<file path="src/rtl/serial_add_pkg.sv">
// Shared constants and FSM state encoding for the bit-serial adder.
package serial_add_pkg;

  localparam int unsigned WIDTH_DEFAULT = 8;

  typedef enum logic [1:0] {
    IDLE = 2'd0,
    ADD  = 2'd1,
    DONE = 2'd2
  } state_t;

endpackage

</file>
<file path="src/rtl/half_adder.sv">
// One-bit half adder: sum and carry of two input bits.
module half_adder (
  input  logic a,
  input  logic b,
  output logic s,
  output logic c
);

  assign s = a ^ b;
  assign c = a & b;

endmodule

</file>
<file path="src/rtl/serial_adder_ctrl.sv">
// Bit-serial adder: captures two operands, adds them LSB first over WIDTH cycles
// through one shared full-add slice, then pulses done with registered sum/cout.
module serial_adder_ctrl
  import serial_add_pkg::*;
#(
  parameter int unsigned WIDTH = WIDTH_DEFAULT
) (
  input  logic             clk,
  input  logic             rst,
  input  logic             start,
  input  logic [WIDTH-1:0] a,
  input  logic [WIDTH-1:0] b,
  output logic             busy,
  output logic             done,
  output logic [WIDTH-1:0] sum,
  output logic             cout
);

  localparam int unsigned CNT_W = $clog2(WIDTH);

  state_t             state_q, state_d;
  logic [WIDTH-1:0]   a_sr_q, b_sr_q;
  logic [CNT_W-1:0]   cnt_q;
  logic               carry_q;
  logic               last_bit;

  logic s1, c1, s_bit, c2, cout_bit;

  // Full add built from two half-adder stages on the current LSBs.
  half_adder u_ha_ab (
    .a (a_sr_q[0]),
    .b (b_sr_q[0]),
    .s (s1),
    .c (c1)
  );

  half_adder u_ha_cin (
    .a (s1),
    .b (carry_q),
    .s (s_bit),
    .c (c2)
  );

  assign cout_bit = c1 | c2;
  assign last_bit = (cnt_q == CNT_W'(WIDTH - 1));

  always_comb begin
    state_d = state_q;
    case (state_q)
      IDLE:    if (start) state_d = ADD;
      ADD:     if (last_bit) state_d = DONE;
      DONE:    state_d = IDLE;
      default: state_d = IDLE;
    endcase
  end

  always_ff @(posedge clk) begin
    if (rst) begin
      state_q <= IDLE;
      busy    <= 1'b0;
      done    <= 1'b0;
      sum     <= '0;
      cout    <= 1'b0;
      a_sr_q  <= '0;
      b_sr_q  <= '0;
      cnt_q   <= '0;
      carry_q <= 1'b0;
    end else begin
      state_q <= state_d;
      // Status flags are decoded from next state so they are true flop outputs.
      busy    <= (state_d != IDLE);
      done    <= (state_d == DONE);
      case (state_q)
        IDLE: begin
          if (start) begin
            a_sr_q  <= a;
            b_sr_q  <= b;
            cnt_q   <= '0;
            carry_q <= 1'b0;
            sum     <= '0;
            cout    <= 1'b0;
          end
        end
        ADD: begin
          a_sr_q  <= a_sr_q >> 1;
          b_sr_q  <= b_sr_q >> 1;
          sum     <= {s_bit, sum[WIDTH-1:1]};
          carry_q <= cout_bit;
          cnt_q   <= cnt_q + CNT_W'(1);
          if (last_bit) cout <= cout_bit;
        end
        default: ;
      endcase
    end
  end

endmodule
</file>
<file path="config.mk">
export PLATFORM = sky130hd
export DESIGN_NAME = serial_adder_ctrl
export DESIGN_NICKNAME = d
export VERILOG_FILES = /design/src/rtl/serial_add_pkg.sv /design/src/rtl/half_adder.sv /design/src/rtl/serial_adder_ctrl.sv
export SDC_FILE = /design/constraint.sdc
export NUM_CORES = 1
export LEC_CHECK = 0
export BUFFER_PORTS_ARGS = -buffer_cell sky130_fd_sc_hd__buf_2
export CELL_PAD_IN_SITES_DETAIL_PLACEMENT = 1
export CELL_PAD_IN_SITES_GLOBAL_PLACEMENT = 1
export CORE_ASPECT_RATIO = 1.5
export CORE_UTILIZATION = 44
export DETAILED_ROUTE_END_ITERATION = 8
export PLACE_DENSITY_LB_ADDON = 0.1
export SETUP_SLACK_MARGIN = 0.15
export SKIP_LAST_GASP = 1
export SYNTH_ARGS = -nofsm -noshare
export SYNTH_HDL_FRONTEND = slang
export SYNTH_SLANG_ARGS = --single-unit
</file>
<file path="constraint.sdc">
create_clock -name clk -period 2 [get_ports clk]
set_input_delay 0.1 -clock clk [delete_from_list [all_inputs] [get_ports clk]]
set_output_delay 0.1 -clock clk [all_outputs]
set_load 0.01 [all_outputs]
</file>
# ---- After elaboration in Yosys (flattened, before gate mapping)
# Cells that the tools add are included.
dict set report classes {
  n_addsub 1
  mul 0
  div 0
  magnitude_cmp 0
  n_eq_ne 5
  shift 0
  muxes 15
  bitwise_logic 5
  reduce_logical 5
}
# cell count
set op_table {}
lappend op_table {{8-bit one-hot mux with 2 select lines} 3}
lappend op_table {{8-bit 2-to-1 mux} 3}
lappend op_table {{3-bit one-hot mux with 2 select lines} 1}
lappend op_table {{2-bit 2-to-1 mux} 2}
lappend op_table {{2-bit != test, second input constant} 2}
lappend op_table {{1-bit one-hot mux with 2 select lines} 2}
lappend op_table {{2-bit one-hot mux with 2 select lines} 1}
lappend op_table {{2-bit nonzero test} 2}
lappend op_table {{3-bit by 1-bit adder with 3-bit output, second input constant} 1}
lappend op_table {{3-bit == test, second input constant} 1}
lappend op_table {{3-bit 2-to-1 mux} 1}
lappend op_table {{3-bit AND reduction} 1}
lappend op_table {{1-bit bitwise AND} 2}
lappend op_table {{2-bit by 1-bit == test with 1-bit output, second input constant} 1}
lappend op_table {{2-bit == test, second input constant} 1}
lappend op_table {{2-bit logical NOT} 1}
lappend op_table {{1-bit 2-to-1 mux} 2}
lappend op_table {{2-bit AND reduction} 1}
lappend op_table {{1-bit bitwise XOR} 2}
lappend op_table {{1-bit bitwise OR} 1}
dict set report totals {
  reg_bits 33
  latchBits 0
  mem_bits_rw 0
  mem_bits_ro 0
  output_inout_bits 11
  mem_count 0
}

# ---- Depth between registers and ports, before layout
# Gate-level depths: netlist of run 1.
dict set report depth {
  depth_word 5
  mapped_depth 5
  ltp_nobuf 4
}

# ---- Cells and area by module
# From an unflattened synthesis of run 1, not the netlist that was laid out.
dict set report hier_totals {
  hier_cells 149
  hier_area_um2 1397.6
}
# mod instances cells_per_inst area_per_inst_um2 seq_area_each_um2
set by_module_without_submodules {}
lappend by_module_without_submodules {serial_adder_ctrl 1 147 1372.6 660.6}
lappend by_module_without_submodules {half_adder 2 1 12.5 0.0}

# ---- Worst setup path before layout of run 1
# Ideal clock, no wire load.
dict set report synth_path {
  kind {reg-to-reg}
  startpoint {register state_q[0]}
  endpoint {register sum[0]}
  setup_ps 131
  t_arrival_ps 980
  required_ps 1869
  path_slack_ps 888
  stages_incl_launch_ff 6
  path_buffers 2
  period_less_slack_ps 1112
  cell_sequence {dfxtp_1 buf_6 and2b_2 buf_6 a22oi_1 nor2_1}
}
dict set report synth_between {
  elab_chain_cells 3
}
# item line_no
set synth_rtl {}
lappend synth_rtl {{from (decl)} serial_adder_ctrl.sv:21} ;# state_t state_q, state_d;
lappend synth_rtl {{from (signal assigned)} serial_adder_ctrl.sv:69} ;# state_q <= state_d;
lappend synth_rtl {{2-bit by 1-bit == test with 1-bit output / 2-bit logical NOT (equally long branches)} serial_adder_ctrl.sv:73} ;# case (state_q)
lappend synth_rtl {{2-bit nonzero test (no line) / 2-bit != test (equally long branches)} --}
lappend synth_rtl {{2-bit AND reduction (no line)} --}
lappend synth_rtl {{to (signal assigned)} serial_adder_ctrl.sv:87} ;# sum <= {s_bit, sum[WIDTH-1:1]};
lappend synth_rtl {{to (decl)} serial_adder_ctrl.sv:15} ;# output logic [WIDTH-1:0] sum,
# Several ways; a longest one is shown, not always the timed one.
# A chain may end at the register's enable or synchronous reset.

# ---- Worst setup path after layout of run 1
dict set report layout_path {
  startpoint {register state_q[0]}
  endpoint {register b_sr_q[4]}
}
dict set report layout_between {
  elab_chain_cells 3
}
# item line_no
set layout_rtl {}
lappend layout_rtl {{2-bit by 1-bit == test with 1-bit output / 2-bit logical NOT (equally long branches)} serial_adder_ctrl.sv:73}
lappend layout_rtl {{2-bit nonzero test (no line) / 2-bit != test (equally long branches)} --}
lappend layout_rtl {{2-bit AND reduction (no line)} --}
lappend layout_rtl {{to (signal assigned)} serial_adder_ctrl.sv:86} ;# b_sr_q <= b_sr_q >> 1;
lappend layout_rtl {{to (decl)} serial_adder_ctrl.sv:22} ;# logic [WIDTH-1:0] a_sr_q, b_sr_q;
# Several ways; a longest one is shown, not always the timed one.

==> results of run 1 <==
[flip-flops by register name, indices dropped and copies added, names as in the netlist, 2 cells and up]
register and cells:
cnt_q 3, sum 8, b_sr_q 8, state_q 2
a_sr_q 8
[worst max-delay path: cells and delay by family, from the launching register on]
| kind | cells | cell delay, ns |
|---|---|---|
| AND/OR/NAND/NOR | 1 | 0.10 |
| AO/OA/AOI/OAI | 2 | 0.72 |
| flip-flops | 1 | 0.52 |
[power breakdown]
part	total, uW	leakage [uW]	internal (uW)	switching [uW]
logic	167	0.000371	73.7	93.7
clock network	494	0.0000443	273	222
registers	717	0.000271	692	24.9
total	1380	0.000686	1040	340
[cell families after synthesis]
group | Yosys count | synth area share
and+or+nand+nor | 38 | 0.1246
adders and majority gates | 3 | 0.03114
DFF | 33 | 0.4567
AOI/OAI and AO/OA | 30 | 0.2119
muxes | 15 | 0.1038
buffers and inverters | 10 | 0.07180
[cell usage after synthesis, types with 2 or more instances]
master	instances
nor2_1	23
nand2_1	2
mux2i_1	15
buf_1	2
nor3_1	2
buf_12	2
dfxtp_1	33
buf_6	4
a211oi_2	14
ha_1	2
nor2_2	6
a22oi_1	13
[final timing paths]
path	to	slack, ns	depth (start not counted)
setup / recovery	b_sr_q[4]	0.57	3
setup reg to reg	b_sr_q[4]	0.57	3
hold reg to reg	sum[0]	0.52	2
hold / removal	a_sr_q[7]	0.07	3
[metrics by stage]
step / cells / area [um^2] / worst slack [ns] / hold WS, ns
4_1_cts: 197 / 1639 / 0.5650 / 0.05500
6_report: 197 / 1639 / 0.5685 / 0.06504
2_1_floorplan: 129 / 1446 / 0.8883 / 0.1646
3_3_place_gp: 190 / 1553 / 0.6782 / 0.3537
3_5_place_dp: 190 / 1553 / 0.5864 / 0.3524
5_1_grt: 197 / 1639 / 0.4641 / 0.06815
[layout make-up]
cell class                      instances  area, um^2  share of cell area
Clock buffer                            7       86.33             0.05267
Multi-Input combinational cell         86       681.9              0.4160
Sequential cell                        33       660.6              0.4031
Tap cell                               40       50.05             0.03053
Timing Repair Buffer                   31       160.2             0.09771
[per-layer routing]
layer	track usage	up-vias	part of all wire
met5	0	-	0
met4	0.08824	0	0.019
met3	0.05241	6	0.042
met2	0.3704	24	0.57
met1	0.1908	522	0.37
li1	-	514	-
==> impl_metrics.yaml, run 1 <==
logic_synthesis:
  synth_seq_cells: 33
  netlist_instances: 129
  netlist_area_um2: 1446
  yosysTopAreaCellShare: 0.4567
  syn-num-nets: 151
  synth_edf_count: 0
  yosys_warnings: 0
  synthArstFlopShare: 0
  yosysTopAreaCell: "dfxtp_1"
  avgSynthCellArea_um2: 11.21
  seq_area_frac_synth: 0.4567
  ys_types: 23
  synth_ff_type: "dfxtp_1"
  ys_top_cells_by_area: "dfxtp_1 (46%), a211oi_2 (12%), mux2i_1 (10%), a22oi_1 (6.7%), nor2_1 (6.0%)"
cells_and_area:
  fillers: 381
  drive_above_1_share: 0.3822
  area_growth_pct: 13.32
  postLayoutCoreUtil: 0.5240
  layout_commonest_cell: "dfxtp_1"
  nets: 179
  diodes: 0
  layout_common_cells: "dfxtp_1 (33), buf_2 (29), nor2_1 (23)"
die:
  io_pins: 30
  start_util: 0.4624
  row_count: 25
  dieArea_um2: 3525
  die_x_um: 48.82
  die_y_um: 72.22
  core_area_um2: 3128
cts:
  root_buffer: "clkbuf_8"
  path_clk_slew_ns: 0.06
  hold_buffers: 0
  tritoncts: "built"
  cts.sinks: 33
  cts_inserted_buffers: 5
  cts_resized: 0
  clk_path_buf_depth: 2
  h-tree-depth: 2
  insertion_delay_ns: 0.28
  cts_setup_buffers: 0
critical_path:
  cp_slowest_stage_delay_ns: 0.52
  crit_arrival_ns: 1.63
  end_kind: "flop"
  crit_required_ns: 2.20
  cpMaxStageDelayCell: "dfxtp_1"
  cp_max_fo: 28
  critPathLaunch: "state_q[0]"
  r2r-start: "state_q[0]"
  setup.worst_path.start_class: "flop"
  crit_chain: "o21ba_4 -> nor2_1 -> a211oi_2"
  crit_type: "flop to flop"
placed_design:
  globalplace.congestion: 0.7192
  dp_hpwl_um: 2199
  numPortBuffers: 29
route:
  vias_per_cell: 5.411
  firstDrtPassIters: 4
  postRouteWirelength_um: 3059
  dr_total_vias: 1066
  drtIter0Drc: 27
  antenna_left: 0
  detail_route.wl_per_cell_um: 15.53
  drc_errors: 0
timing:
  skew_ns: 0.003111
  tightest_slew_ns: 0.6293
  period_share: 0.7158
  rsz0062_at_grt: "no"
  slew_headroom: 0.5802
  slew_violations: 0
  max_freq_mhz: 698.6
  period_needed_ns: 1.432
  tns_ns: 0
  hold_violations: 0
  setup_viol: 0
global_routing:
  grt_overflow: 0
  grt_pass1_vias: 1142
  grt_usage: 0.1936
  grt_pass1_wl_um: 5140
  grt_max_degree: 29
  antenna_found_initial: 0
hold_path:
  hp-start: "a[7]"
  hp-class: "input pin to flop"
run_status:
  run_status: "finished clean"
flow_run:
  cap_violations: 0
power_and_ir_drop:
  p_total_uw: 1378
  p_per_area_nw_per_um2: 840.8
  p_leak_uw: 0.0006864
  worst_ir_drop_vdd_mv: 0.5362
Power figures use the tool's default switching activity.
==> inputs of run 2 (changes only) <==
--- a/config.mk
+++ b/config.mk
@@ -9,7 +9,7 @@
 export CELL_PAD_IN_SITES_DETAIL_PLACEMENT = 1
 export CELL_PAD_IN_SITES_GLOBAL_PLACEMENT = 1
 export CORE_ASPECT_RATIO = 1.5
-export CORE_UTILIZATION = 44
+export CORE_UTILIZATION = 41
 export DETAILED_ROUTE_END_ITERATION = 8
 export PLACE_DENSITY_LB_ADDON = 0.1
 export SETUP_SLACK_MARGIN = 0.15
==> constraint.sdc (replaced) <==
create_clock -name clk -period 1.5 [get_ports clk]
set_input_delay 0.075 -clock clk [delete_from_list [all_inputs] [get_ports clk]]
set_output_delay 0.075 -clock clk [all_outputs]
set_load 0.01 [all_outputs]
==> impl_metrics.yaml, run 2 (synthesis results as in run 1) <==
route:
  vias_per_cell: 5.252
  antenna_left: 0
  drtIter0Drc: 14
  drc_errors: 0
  firstDrtPassIters: 4
  dr_total_vias: 1061
  postRouteWirelength_um: 3086
  detail_route.wl_per_cell_um: 15.28
global_routing:
  grt_use_met3: 0.05253
  grt_overflow: 0
  grt_pass1_vias: 1087
  grt_pass1_wl_um: 4864
  grt_max_degree: 29
  grt_usage: 0.1780
  antenna_found_initial: 0
  use_met2: 0.3378
  grt_use_met1: 0.1715
  grt_busiest_layer: "met2"
die:
  die_y_um: 74.75
  start_util: 0.4275
  die_x_um: 50.50
  io_pins: 30
  core_area_um2: 3383
  row_count: 26
  dieArea_um2: 3774
cells_and_area:
  fillers: 402
  diodes: 0
  drive_above_1_share: 0.4063
  nets: 181
  seq_area_um2: 661.9
  area_growth_pct: 17.04
  layout_commonest_cell: "dfxtp_1"
  postLayoutCoreUtil: 0.5004
  multi_input_area_um2: 705.7
  largestRegisters: "a_sr_q x8, b_sr_q x8, sum x8"
  layout_common_cells: "dfxtp_1 (32), buf_2 (29), nor2_1 (23)"
run_status:
  run_status: "finished clean"
placed_design:
  numPortBuffers: 29
  globalplace.congestion: 0.7242
  dp_hpwl_um: 2111
  dp_slack_ns: 0.1349
cts:
  path_clk_slew_ns: 0.07
  tritoncts: "built"
  cts_inserted_buffers: 5
  insertion_delay_ns: 0.28
  root_buffer: "clkbuf_8"
  h-tree-depth: 2
  cts_setup_buffers: 0
  cts.sinks: 33
  clk_path_buf_depth: 2
timing:
  slew_violations: 0
  period_needed_ns: 1.189
  skew_ns: 0.004123
  tns_ns: 0
  hold_violations: 0
  setup_ws_ns: 0.3111
  tightest_slew_ns: 0.3820
  slew_headroom: 0.7446
  setup_viol: 0
  period_share: 0.7926
  rsz0062_at_grt: "no"
  max_freq_mhz: 841.1
critical_path:
  crit_arrival_ns: 1.35
  crit_type: "flop to flop"
  setup.worst_path.start_class: "flop"
  end_kind: "flop"
  cp_max_fo: 14
  crit_required_ns: 1.66
power_and_ir_drop:
  p_leak_uw: 0.0007086
  p_per_area_nw_per_um2: 1138
  worst_ir_drop_vdd_mv: 0.6347
hold_path:
  hp-class: "input pin to flop"
flow_run:
  cap_violations: 0
-- run 2: repair_timing --
item | 4_1_cts | 5_1_grt
endpoints found under the setup margin | 8 | 30
gates cloned | 0 | 1
gates resized for setup | 0 | 4
pin swaps | 1 | 0
hold buffers | 0 | 0
-- run 2: critical path: stages, from the launching register on --
cell and delay, ns:
dfxtp_2 0.45, buf_6 0.24, mux2i_1 0.26, a211oi_2 0.10
-- run 2: path summary, 6_finish.rpt --
check,startpoint,end,slack (ns),depth (start not counted)
hold / removal,a[7],a_sr_q[7],0.04,3
hold reg to reg,a_sr_q[6],a_sr_q[6],0.52,2
setup / recovery,state_q[0],b_sr_q[0],0.31,3
setup reg to reg,state_q[0],b_sr_q[0],0.31,3
-- run 2: cell type report --
class                           count  area share
Clock buffer                        7     0.05691
Clock inverter                      1    0.002956
Multi-Input combinational cell     87      0.4169
Sequential cell                    33      0.3910
Tap cell                           42     0.03104
Timing Repair Buffer               32      0.1013
-- run 2: per-stage QoR --
step | cell area, um^2 | hold WS (ns) | power, uW | cells
floorplan | 1446 | 0.1396 | 1160 | 129
global placement | 1563 | 0.3243 | 1188 | 193
detailed placement | 1563 | 0.3328 | 1199 | 193
CTS | 1664 | 0.03118 | 1942 | 201
global route | 1693 | 0.04910 | 2000 | 202
finish | 1693 | 0.03583 | 1926 | 202
-- run 2: per-layer routing --
layer  vias to the layer above  wire length [um]  part of all wire
li1                        521                 -                 -
met1                       514              1276              0.41
met2                        21              1620              0.52
met3                         5               129             0.042
met4                         0                59             0.019
met5                         -                 0                 0
-- run 2: power by group --
part | switching (uW) | total, uW | internal, uW
logic | 129 | 234 | 105
registers | 32.0 | 954 | 922
clock network | 323 | 737 | 415
